## config.mk

```make
export PLATFORM = sky130hd
export DESIGN_NAME = hasty_flow_sequencer
export DESIGN_NICKNAME = d
export VERILOG_FILES = /design/src/rtl/hasty_flow_sequencer.sv
export SDC_FILE = /design/constraint.sdc
export NUM_CORES = 1
export LEC_CHECK = 0
export BUFFER_PORTS_ARGS = -buffer_cell sky130_fd_sc_hd__buf_2
export CAP_MARGIN = 10
export CORE_MARGIN = 2
export CORE_UTILIZATION = 62
export DETAILED_ROUTE_END_ITERATION = 6
export HOLD_SLACK_MARGIN = 0.06
export PLACE_DENSITY_LB_ADDON = 0.25
export SETUP_SLACK_MARGIN = 0.4
export SYNTH_ARGS = -nofsm -noshare
export SYNTH_HDL_FRONTEND = slang
export SYNTH_SLANG_ARGS = --single-unit
```

## constraint.sdc

```tcl
create_clock -name clk -period 3.9 [get_ports clk]
set_input_delay 0 -clock clk [delete_from_list [all_inputs] [get_ports clk]]
set_output_delay 0 -clock clk [all_outputs]
set_load 0.02 [all_outputs]
```

## src/rtl/hasty_flow_sequencer.sv

```systemverilog
// Assay valve sequencer for the 8-trap long-cell-trap array.
// Walks prime -> load -> settle -> N x (reagent, wash) -> flush, inserting an
// all-closed dead-time gap before every flow phase and tripping to ERROR when
// supply pressure stays low for too long during a flow phase.
module hasty_flow_sequencer #(
  parameter int PRIME_T  = 64,
  parameter int LOAD_T   = 256,
  parameter int SETTLE_T = 128,
  parameter int REAG_T   = 128,
  parameter int WASH_T   = 128,
  parameter int FLUSH_T  = 64,
  parameter int DEAD_T   = 2,
  parameter int PRESS_TO = 8,
  parameter int CYC_W    = 4
) (
  input  logic             clk,
  input  logic             rst,
  input  logic             start,
  input  logic             abort,
  input  logic             pressure_ok,
  input  logic [CYC_W-1:0] cycles_cfg,
  output logic [4:0]       valve_open,
  output logic [3:0]       phase,
  output logic             busy,
  output logic             done,
  output logic             error,
  output logic [CYC_W-1:0] cycle_cnt
);

  function automatic int max2(input int a, input int b);
    return (a > b) ? a : b;
  endfunction

  localparam int MAX_T = max2(max2(max2(PRIME_T, LOAD_T), max2(SETTLE_T, REAG_T)),
                              max2(max2(WASH_T, FLUSH_T), DEAD_T));
  localparam int T_W   = $clog2(MAX_T) + 1;
  localparam int WD_W  = $clog2(PRESS_TO) + 1;

  localparam logic [T_W-1:0]  GAP_LEN = T_W'(DEAD_T - 1);
  localparam logic [T_W-1:0]  T_ONE   = T_W'(1);
  localparam logic [WD_W-1:0] WD_LAST = WD_W'(PRESS_TO - 1);
  localparam logic [WD_W-1:0] WD_ONE  = WD_W'(1);
  localparam logic [CYC_W-1:0] C_ONE  = CYC_W'(1);

  // Encoding doubles as the externally visible phase code.
  typedef enum logic [3:0] {
    S_IDLE    = 4'd0,
    S_GAP     = 4'd1,
    S_PRIME   = 4'd2,
    S_LOAD    = 4'd3,
    S_SETTLE  = 4'd4,
    S_REAGENT = 4'd5,
    S_WASH    = 4'd6,
    S_FLUSH   = 4'd7,
    S_DONE    = 4'd8,
    S_ERROR   = 4'd9
  } state_t;

  state_t           state, state_n;
  state_t           target, target_n;
  logic [T_W-1:0]   timer, timer_n;
  logic [WD_W-1:0]  wd, wd_n;
  logic [CYC_W-1:0] n_cfg, n_n;
  logic [CYC_W-1:0] cnt, cnt_n;
  logic             flow;

  // Down-counter reload value for a phase (counter expires at zero).
  function automatic logic [T_W-1:0] phase_len(input state_t s);
    case (s)
      S_PRIME:   phase_len = T_W'(PRIME_T - 1);
      S_LOAD:    phase_len = T_W'(LOAD_T - 1);
      S_SETTLE:  phase_len = T_W'(SETTLE_T - 1);
      S_REAGENT: phase_len = T_W'(REAG_T - 1);
      S_WASH:    phase_len = T_W'(WASH_T - 1);
      S_FLUSH:   phase_len = T_W'(FLUSH_T - 1);
      default:   phase_len = '0;
    endcase
  endfunction

  // Phases during which fluid moves and the pressure watchdog is armed.
  function automatic logic is_flow(input state_t s);
    return (s == S_PRIME) || (s == S_LOAD) || (s == S_REAGENT) ||
           (s == S_WASH) || (s == S_FLUSH);
  endfunction

  // State, timer, watchdog and run-counter registers.
  always_ff @(posedge clk) begin
    if (rst) begin
      state  <= S_IDLE;
      target <= S_IDLE;
      timer  <= '0;
      wd     <= '0;
      n_cfg  <= '0;
      cnt    <= '0;
    end else begin
      state  <= state_n;
      target <= target_n;
      timer  <= timer_n;
      wd     <= wd_n;
      n_cfg  <= n_n;
      cnt    <= cnt_n;
    end
  end

  // Next-state logic: abort first, then watchdog trip, then phase timer expiry.
  always_comb begin
    state_n  = state;
    target_n = target;
    timer_n  = timer;
    wd_n     = wd;
    n_n      = n_cfg;
    cnt_n    = cnt;
    flow     = is_flow(state);
    if (abort) begin
      state_n = S_IDLE;
      timer_n = '0;
      wd_n    = '0;
    end else begin
      case (state)
        S_IDLE: begin
          if (start) begin
            state_n  = S_GAP;
            target_n = S_PRIME;
            timer_n  = GAP_LEN;
            wd_n     = '0;
            n_n      = cycles_cfg;
            cnt_n    = '0;
          end
        end
        S_GAP: begin
          if (timer == '0) begin
            state_n = target;
            timer_n = phase_len(target);
            wd_n    = '0;
          end else begin
            timer_n = timer - T_ONE;
          end
        end
        S_DONE:  state_n = S_IDLE;
        S_ERROR: state_n = S_ERROR;
        default: begin
          if (flow && !pressure_ok && (wd == WD_LAST)) begin
            state_n = S_ERROR;
            timer_n = '0;
            wd_n    = '0;
          end else begin
            wd_n = (flow && !pressure_ok) ? (wd + WD_ONE) : '0;
            if (timer == '0) begin
              wd_n    = '0;
              timer_n = GAP_LEN;
              state_n = S_GAP;
              case (state)
                S_PRIME:   target_n = S_LOAD;
                S_LOAD:    target_n = S_SETTLE;
                S_SETTLE:  target_n = (n_cfg == '0) ? S_FLUSH : S_REAGENT;
                S_REAGENT: target_n = S_WASH;
                S_WASH: begin
                  cnt_n    = cnt + C_ONE;
                  target_n = ((cnt + C_ONE) == n_cfg) ? S_FLUSH : S_REAGENT;
                end
                default: begin
                  // FLUSH finishes straight into the one-cycle DONE, no gap.
                  state_n = S_DONE;
                  timer_n = '0;
                end
              endcase
            end else begin
              timer_n = timer - T_ONE;
            end
          end
        end
      endcase
    end
  end

  // Outputs decoded purely from registered state.
  always_comb begin
    case (state)
      S_PRIME, S_FLUSH: valve_open = 5'b11100;
      S_LOAD:           valve_open = 5'b01001;
      S_REAGENT:        valve_open = 5'b11010;
      S_WASH:           valve_open = 5'b10100;
      default:          valve_open = 5'b00000;
    endcase
    phase     = state;
    busy      = (state != S_IDLE) && (state != S_DONE) && (state != S_ERROR);
    done      = (state == S_DONE);
    error     = (state == S_ERROR);
    cycle_cnt = cnt;
  end

endmodule

```

==> out/metrics.cfg <==
[yosys]
yosys-top-cells-area=dfxtp_1 28%, a21oi_1 7.4%, nor3_1 4.1%
yosysWarnings=0
yosys.area.top_type_share=0.2839
synth_flop_cell=dfxtp_1
synth-edff-count=0
mappedNetlistNets=260
ys_seq_area_frac=0.2839
syn_area_mm2=0.001974
synth_cell_types=61
synth_seq_cells=28
syn_area_per_cell_um2=7.993
synth_area_leader_cell=dfxtp_1
synthArstFlopShare=0
synthCells=247

[floorplanning]
core_area_mm2=0.003053
die_w_um=60.43
initial_core_util=0.6467
pin_count=25
die_area_mm2=0.003652
num_rows=20
die_y_um=60.43

[critical_path]
reg2reg_depth=6
crit_required_ns=4.14
r2r_setup_slack_ns=1.06
endpoint_kind=flop
reg2reg_to=n_cfg[2]
cp-start-kind=flop
crit_type=flop to flop
path_max_fanout=27
crit_arrival_ns=3.08
r2r-start=phase[3]

[cts]
clkLatencyLatePin_ns=0.34
cts_buffer_depth=2
clock_sinks=28
ctsRootBufferMaster=clkbuf_4
numCtsBuffers=3
post_cts_resized=0
cts_tree=done
clkTransAtPathRegs_ns=0.15
htree_levels=1

[cells_and_area]
diodes=0
fillCellCount=260
final-seq-area_um2=560.5
layout.nets=285
multi_input_area_mm2=0.001287
mostFrequentLayoutCells=29 x a21oi_1, 28 x dfxtp_1, 24 x buf_2
areaGrowthSynthToFinish_pct=10.90
mostFrequentLayoutCell=a21oi_1
layout-drive-gt1-share=0.1550
post-route-util=0.7172
final_area_mm2=0.002190

[global_route]
antenna_found_initial=0
grt_first_pass_wirelength_um=8155
grt_pass1_vias=1813
track_usage=0.2911
grt-ovfl-total=0
grt_max_degree=28

[sta]
setup_tns_ns=0
max_freq_mhz=352.6
final-setup-viol-count=0
min_period_over_period=0.7272
final-max-slew-violation-count=0
rsz0062_at_grt=false
worst_slew_pin_slew_ns=0.9723
fin_worst_skew_ns=0.003011
slew-limit-headroom=0.3458
hold_viol=0
period_minus_slack_ns=2.836
layout_setup_ws_ns=1.064

[detailed_routing]
drc=0
wirelength_um=4951
drtPass1Iterations=5
via_count=2021
antenna_left=0
viasPerCell=6.416
first_iter_violations=145
wl_per_cell_um=15.72

[power]
cellLeakagePower_nw=0.8967
powerDensity_mw_per_mm2=268.3
ir_drop_v=0.0002771

[job]
max_cap_violations=0

[place]
port-buffer-count=24
gp_congestion=0.8430
place_hpwl_um=3315
place_area_mm2=0.002053
pre_cts_slack_ns=1.413

[hold_path]
hold_depth=4
hold_path_end=phase[3]
hp-start=pressure_ok
holdCritPathClass=input port to flop

[outcome]
status=finished clean

metrics by stage:
stage,std cells,hold slack [ns],total power [mW]
after floorplan,247,0.1439,0.4039
after global placement,301,0.2306,0.4312
after detailed placement,301,0.2390,0.4322
after CTS,315,0.1980,0.5851
after global routing,315,0.2185,0.6112
final,315,0.2032,0.5875
critical path: stages (launching register included):
cell and delay (ns):
dfxtp_1 0.61, or3_1 0.54, nor2_1 0.37, nand3b_1 0.32, mux2i_1 0.25, nor2_1 0.06, dlygate4sd3_1 0.58
cells by family after synthesis:
group / Yosys count / synth area share
buffers and inverters: 22 / 0.06401
AO/OA/AOI/OAI: 81 / 0.2700
adder cells (fa/ha/maj): 5 / 0.03042
AND/OR/NAND/NOR: 96 / 0.2807
multiplexers: 7 / 0.03549
flip-flops: 28 / 0.2839
XOR/XNOR: 8 / 0.03549
routing by layer:
metal	up-vias	global-route usage	wire [µm]
li1	980	-	-
met1	961	0.3832	2193
met2	72	0.4984	2409
met3	8	0.05757	304
met4	0	0.06211	43
met5	-	0	0
how the worst max path moves through the flow:
stage                  start  depth (start not counted)  slack [ns]            end
global route        phase[3]                          6        0.91       n_cfg[2]
floorplan           phase[0]                          5        1.89  valve_open[4]
finish              phase[3]                          6        1.06       n_cfg[2]
detailed placement  phase[1]                          5        1.41       timer[2]
global placement    phase[1]                          5        1.50       timer[2]
CTS                 phase[3]                          6        1.19       n_cfg[2]
flip-flops by register name, indices dropped and copies added, names as in the netlist:
signal	flops
timer	9
cycle_cnt	4
n_cfg	4
phase	4
wd	4
target	3
area by class of cell:
cell class | instances | share of cell area
tap | 44 | 0.02514
sequential | 28 | 0.2560
multi-input combinational | 197 | 0.5880
clock buffer | 4 | 0.01657
inverter | 8 | 0.01371
timing repair buffer | 34 | 0.1006
synth_stat cells, types with 6 or more instances:
cell / instances
a31oi_1: 6
nor3_1: 16
dfxtp_1: 28
a21oi_1: 29
nor2_1: 20
o21ai_0: 14
mux2i_1: 7
inv_1: 7
nand3_1: 8
nand2_1: 10
nor4_1: 6
timing repair:
action / in CTS / in global routing
hold buffers: 10 / 0
setup buffers: 0 / 0
endpoints found under the hold margin: 12 / 0
power breakdown:
group,internal [mW],switching (mW),total [mW]
sequential,0.294,0.0133,0.308
combinational,0.0542,0.0770,0.131
clock,0.0574,0.0914,0.149
total,0.406,0.182,0.588
(Power assumes the default switching activity.)
